### config.mk
export PLATFORM = sky130hd
export DESIGN_NAME = bitset_seq
export DESIGN_NICKNAME = d
export VERILOG_FILES = /design/src/rtl/bitset_seq.sv
export SDC_FILE = /design/constraint.sdc
export NUM_CORES = 1
export LEC_CHECK = 0
export ABC_AREA = 1
export CORE_ASPECT_RATIO = 1.25
export CORE_UTILIZATION = 50
export DETAILED_ROUTE_END_ITERATION = 10
export DONT_BUFFER_PORTS = 1
export SLEW_MARGIN = 20
export SYNTH_ARGS = -nofsm -noshare
export SYNTH_HDL_FRONTEND = slang
export SYNTH_SLANG_ARGS = --single-unit
### constraint.sdc
create_clock -name clk -period 3.9 [get_ports clk]
set_input_delay 0.78 -clock clk [delete_from_list [all_inputs] [get_ports clk]]
set_output_delay 0.78 -clock clk [all_outputs]
set_load 0.02 [all_outputs]
### src/rtl/bitset_seq.sv
// Bit-vector register with single-cycle bit ops and a multi-cycle circular scan
// that finds the first position at or after a start index holding a given value.
module bitset_seq #(
    parameter int unsigned WIDTH = 8,
    parameter int unsigned IDXW  = $clog2(WIDTH)
) (
    input  logic             clk,
    input  logic             rst_n,
    input  logic             cmd_valid,
    output logic             cmd_ready,
    input  logic [2:0]       cmd_op,
    input  logic [IDXW-1:0]  cmd_index,
    input  logic             cmd_value,
    input  logic [WIDTH-1:0] cmd_data,
    output logic [WIDTH-1:0] bits,
    output logic             scan_done,
    output logic             scan_found,
    output logic [IDXW-1:0]  scan_index
);

    localparam logic [2:0] OpNop    = 3'b000;
    localparam logic [2:0] OpWrite  = 3'b001;
    localparam logic [2:0] OpToggle = 3'b010;
    localparam logic [2:0] OpLoad   = 3'b011;
    localparam logic [2:0] OpClear  = 3'b100;
    localparam logic [2:0] OpScan   = 3'b101;

    localparam logic [IDXW:0] CntMax = (IDXW+1)'(WIDTH);

    typedef enum logic [1:0] {StIdle, StScan, StDone} state_e;

    state_e            state_q, state_d;
    logic [WIDTH-1:0]  bits_q, bits_d;
    logic [IDXW-1:0]   start_q;
    logic              value_q;
    logic [IDXW-1:0]   pos_q;
    logic [IDXW:0]     cnt_q;
    logic              cmp_valid_q;
    logic              cmp_hit_q;
    logic [IDXW-1:0]   cmp_pos_q;
    logic              found_q;
    logic [IDXW-1:0]   index_q;

    logic accept;
    logic scan_start;
    logic scan_hit;
    logic scan_miss;
    logic scan_end;
    logic examine;

    assign accept     = cmd_valid & cmd_ready;
    assign scan_start = accept && (cmd_op == OpScan);
    // Compare results are registered, so the decision lags the examined position by one cycle.
    assign scan_hit   = (state_q == StScan) && cmp_valid_q && cmp_hit_q;
    assign scan_miss  = (state_q == StScan) && !scan_hit && (cnt_q == CntMax);
    assign scan_end   = scan_hit | scan_miss;
    assign examine    = (state_q == StScan) && !scan_end;

    // FSM state register
    always_ff @(posedge clk or negedge rst_n) begin
        if (!rst_n) begin
            state_q <= StIdle;
        end else begin
            state_q <= state_d;
        end
    end

    // FSM next state
    always_comb begin
        state_d = state_q;
        unique case (state_q)
            StIdle:  if (scan_start) state_d = StScan;
            StScan:  if (scan_end)   state_d = StDone;
            StDone:  state_d = StIdle;
            default: state_d = StIdle;
        endcase
    end

    // FSM outputs
    always_comb begin
        cmd_ready = (state_q == StIdle);
        scan_done = (state_q == StDone);
    end

    always_comb begin
        bits_d = bits_q;
        if (accept) begin
            case (cmd_op)
                OpWrite:  bits_d[cmd_index] = cmd_value;
                OpToggle: bits_d[cmd_index] = ~bits_q[cmd_index];
                OpLoad:   bits_d = cmd_data;
                OpClear:  bits_d = '0;
                default:  bits_d = bits_q;
            endcase
        end
    end

    always_ff @(posedge clk or negedge rst_n) begin
        if (!rst_n) begin
            bits_q      <= '0;
            start_q     <= '0;
            value_q     <= 1'b0;
            pos_q       <= '0;
            cnt_q       <= '0;
            cmp_valid_q <= 1'b0;
            cmp_hit_q   <= 1'b0;
            cmp_pos_q   <= '0;
            found_q     <= 1'b0;
            index_q     <= '0;
        end else begin
            bits_q <= bits_d;
            if (scan_start) begin
                start_q     <= cmd_index;
                value_q     <= cmd_value;
                pos_q       <= cmd_index;
                cnt_q       <= '0;
                cmp_valid_q <= 1'b0;
            end else if (examine) begin
                cmp_valid_q <= 1'b1;
                cmp_hit_q   <= (bits_q[pos_q] == value_q);
                cmp_pos_q   <= pos_q;
                // WIDTH is a power of two, so natural overflow gives the wrap to 0.
                pos_q       <= pos_q + IDXW'(1);
                cnt_q       <= cnt_q + (IDXW+1)'(1);
            end
            if (scan_hit) begin
                found_q <= 1'b1;
                index_q <= cmp_pos_q;
            end else if (scan_miss) begin
                found_q <= 1'b0;
                index_q <= start_q;
            end
        end
    end

    assign bits       = bits_q;
    assign scan_found = found_q;
    assign scan_index = index_q;

    logic unused_op;
    assign unused_op = (OpNop == 3'b000);

endmodule

== Word level (Yosys, flattened, before mapping) ==
Index checks and enable logic that the tools add are counted.
Storage, ports and cells
  flip-flop bits (word level): 30
  output and inout port bits: 14
  input bits: 18
  word-level logic and storage cells: 69
Cells by class
  reduce and logical (&&, ||, !) cells: 16
  eq/ne operators: 11
  add/sub/neg operators: 2
  bitwise operators: 4
  order comparisons: 3
  muxes and demuxes: 22
Operators with widths (number)
  one-hot mux 8 bit (4 select lines): 1
  bitwise mux 8 bit: 2
  two-way mux 3 bit: 4
  less-than comparator 3 x 4 -> 1 bit (second input constant): 2
  two-way mux 4 bit: 2
  logical AND 1 bit: 7
  two-way mux 1 bit: 7
  binary-select mux 1 bit (select 3 bit): 2
  == test 3 x 2 -> 1 bit (second input constant): 2
  == test 3 bit (second input constant): 2
  AND reduction 2 bit: 3
  adder 4 x 1 -> 4 bit (second input constant): 1
  == test 4 bit (second input constant): 1
  two-way mux 2 bit: 2
  one-hot mux 2 bit (2 select lines): 1
  nonzero test 2 bit: 2
  nonzero test 4 bit: 1
  adder 3 x 1 -> 3 bit (second input constant): 1
  demux 1 bit (select 3 bit): 1
  == test 3 x 1 -> 1 bit (second input constant): 1
  greater-or-equal comparator 3 x 1 -> 1 bit (second input constant): 1
  == test 2 x 1 -> 1 bit (second input constant): 1
  == test 2 bit (second input constant): 1
  logical NOT 1 bit: 2
  7 further kinds: 8

== Logic depth before layout (Yosys ltp) ==
  word-level depth: 11
  mapped depth: 10
  depth with buffers taken out: 10

== Worst setup path before layout ==
OpenSTA, ideal clock, no wires.
  kind: input-to-reg
  from: input port cmd_op[1]
  to: register with a tool-made name
  cell stages on the path: 9
  setup slack: 2.179 ns
  buffers on the path: 1
  setup time: 0.113 ns
  required time: 3.787 ns
  data arrival time: 1.609 ns
  cell sequence: inv_1 -> nand3_1 -> nand2_4 -> o21ai_4 -> buf_6 -> nor2_1 -> nand3_1 -> nand2_1 -> inv_1
RTL lines
  start, declared: RTL line 11  | input logic [2:0] cmd_op,

== Final worst setup path ==
  from: register state_q[1]
  to: output port scan_done
On the way
  cells in the longest elaborated chain, start to end: 1
RTL lines
  start, declared: RTL line 32  | state_e state_q, state_d;
  start signal, assigned: RTL line 62  | state_q <= StIdle;
  start signal, assigned: RTL line 64  | state_q <= state_d;
  == test 2 bit: RTL line 82  | scan_done = (state_q == StDone);
  end, declared: RTL line 16  | output logic scan_done,
Every way passes these cells.

==> out/results.txt <==
status -> complete, but fails checks
worst min path class -> in2async
Vias/cell -> 5.09
cts hold-fix bufs -> 0
final net count -> 306
Post-synth ARST share -> 100%
CTS Buf Count -> 5
post-synthesis simple-gate area fraction -> 32.9%
crit path kind -> reg2out
Slew @ Worst Pin -> 516 ps
Worst R2R Setup Slack -> 2220 ps
Avg Inst Size Synth -> 6.93 µm²
Main synth FF type -> dfrtp_1
WL final -> 4290 µm
# fillers -> 383
CP peak stage delay -> 410 ps
remaining global-route overflow -> 0
Synth top area share -> 38.3%
post-route ant nets -> 0
Post-Syn Nets -> 304
vias in the first global route -> 1,605
Max IR drop VDD -> 276 µV
drt drc -> 2
Static Leak -> 1.04 nW
sequential cell area fraction in the yosys report -> 38.3%
Ports -> 32
synth warn -> 0
Critical R2R Launch -> cnt_q[0]
routed len/inst -> 13.2 µm
Worst Skew -> 7.50 ps
largest net degree at the start of global routing -> 31
GRT Total Usage -> 23.7%
failing checks -> DRC
Worst setup EP type -> primary output
DR pass1 iterations -> 7
CTS clk-pin slew, worst paths -> 70 ps
Register Area -> 751 µm²
Critical-path top delay cell -> dfrtp_1
Max-Cap Viols -> 0
DP Area -> 0.00197 mm²
die area -> 0.00418 mm²
core area -> 0.00375 mm²
clk_lat worst skew -> 280 ps
pwr dens -> 731 mW/mm²
CP Cell Sequence -> inv_1, nor2_1
post-synthesis mux area share -> 0%
gp weighted congestion -> 0.802
diodes inserted -> 0
CTS tree -> built
WP data arrival -> 1100 ps
Via Count -> 1,659
Max H-tree Level -> 2
area of the multi-input gates -> 997 µm²
Worst Path Required -> 3120 ps
Max Fclk -> 532 MHz
most common cell in the synthesized netlist -> nand2_1
Setup crit start -> state_q[1]
# setup viols final -> 0
PortBufs -> 0
Slew Viols, Final -> 0
XOR/XNOR Fraction of Synth Area -> 0.447%
Crit path max-delay family -> flip-flops
initial DRC count -> 87
complex-gate fraction of the synthesized area -> 15.6%
Slew HR -> 65.5%
design area -> 0.00208 mm²
Final min period -> 1880 ps
Finished Layout Cells -> 326
Sum Neg Setup Slack -> 0 ps
CTS max path bufs -> 2
Post-Syn Instances -> 283
Final Power -> 1.52 mW
Buf/Inv on CP -> 1
DIE WIDTH -> 58.0 µm
Rows -> 25
CP max FO -> 3
Worst Reg2Reg Path Length in Cells -> 10
Die Y-Extent -> 72.0 µm
Adder-Cell Fraction of Synth Area -> 1.91%
dpl cells -> 318
share of layout cells above drive strength 1 -> 9.09%
Yosys cell types -> 24
post-CTS setup buffers -> 0
DP Wirelength -> 3180 µm
Synth Cell Area -> 0.00196 mm²
initial antenna violation count -> 0
worst hold slack -> 190 ps
first-pass GRT wire length -> 7590 µm
critical path launch point type -> flip-flop
flops & latches, synth -> 30
count of flip-flops with a built-in enable after synthesis -> 0
RSZ-0062 raised after global routing -> no
Crit path depth -> 2
Resize count post-CTS -> 0
Synth area leaders -> dfrtp_1, nand2_1, inv_1
Hold Vio Cnt, Final -> 0
main combinational cell family by area after synthesis -> simple AND/OR/NAND/NOR gates
clock sinks -> 30
clk root buf -> clkbuf_8
top cells by count, synth -> nand2_1, inv_1, nor2_1
Synth area leader -> dfrtp_1
r2r endpoint -> pos_q[0]
Starting Density -> 52.2%
fin crit share -> 48.2%
Layout area overhead -> 6.06%
-- cells by family after synthesis --
kind of cell | Yosys count
xor+xnor | 1
simple gates | 143
flops | 30
compound gates | 55
buf+inv | 51
fa+ha+maj | 3
-- power by group --
| group | internal [mW] | leakage (nW) | switching [mW] | total (mW) |
|---|---|---|---|---|
| clock | 0.188 | 0.0579 | 0.119 | 0.306 |
| sequential | 0.462 | 0.363 | 0.211 | 0.674 |
| combinational | 0.194 | 0.621 | 0.346 | 0.540 |
| total | 0.844 | 1.04 | 0.676 | 1.52 |
-- cells in the final DEF, fill, tap and decap left out --
cell type	count
nor2_4	3
nand4_4	1
o21ai_0	25
inv_2	4
clkinv_2	2
o211ai_1	2
a21oi_1	21
nor2_1	40
nor3b_4	1
o211ai_2	2
o21ai_4	1
xnor2_1	1
clkinv_1	1
o21ai_1	4
nand2_2	1
inv_1	41
clkbuf_8	5
nand3_1	18
nor2_2	2
ha_1	3
dfrtp_1	30
nand2_4	3
bufinv_16	1
nand2_1	74
-- layer usage --
layer	wire length [µm]	GRT usage [%]
met5	0	0
met4	34	4.76
met3	149	4.46
met2	2130	40.7
met1	1980	31.1
-- how the worst max path moves through the flow --
stage,end
2_1_floorplan,flip-flop
3_3_place_gp,flip-flop
3_5_place_dp,flip-flop
4_1_cts,scan_done
5_1_grt,scan_done
6_report,scan_done
-- per-stage QoR --
| step | utilization (%) | setup WS [ps] |
|---|---|---|
| 2_1_floorplan | - | 2180 |
| 3_3_place_gp | 52.5 | 1910 |
| 3_5_place_dp | 52.5 | 1890 |
| 4_1_cts | 55.4 | 2010 |
| 5_1_grt | 55.4 | 1940 |
| 6_report | 55.4 | 2020 |
-- cell type report --
cell class / instances / area share [%]
Multi-Input combinational cell: 202 / 48.0
Sequential cell: 30 / 36.1
Inverter: 46 / 8.30
Clock buffer: 5 / 3.31
Tap cell: 40 / 2.41
Clock inverter: 3 / 1.93
Note: power is estimated with default switching activity, not from simulation.
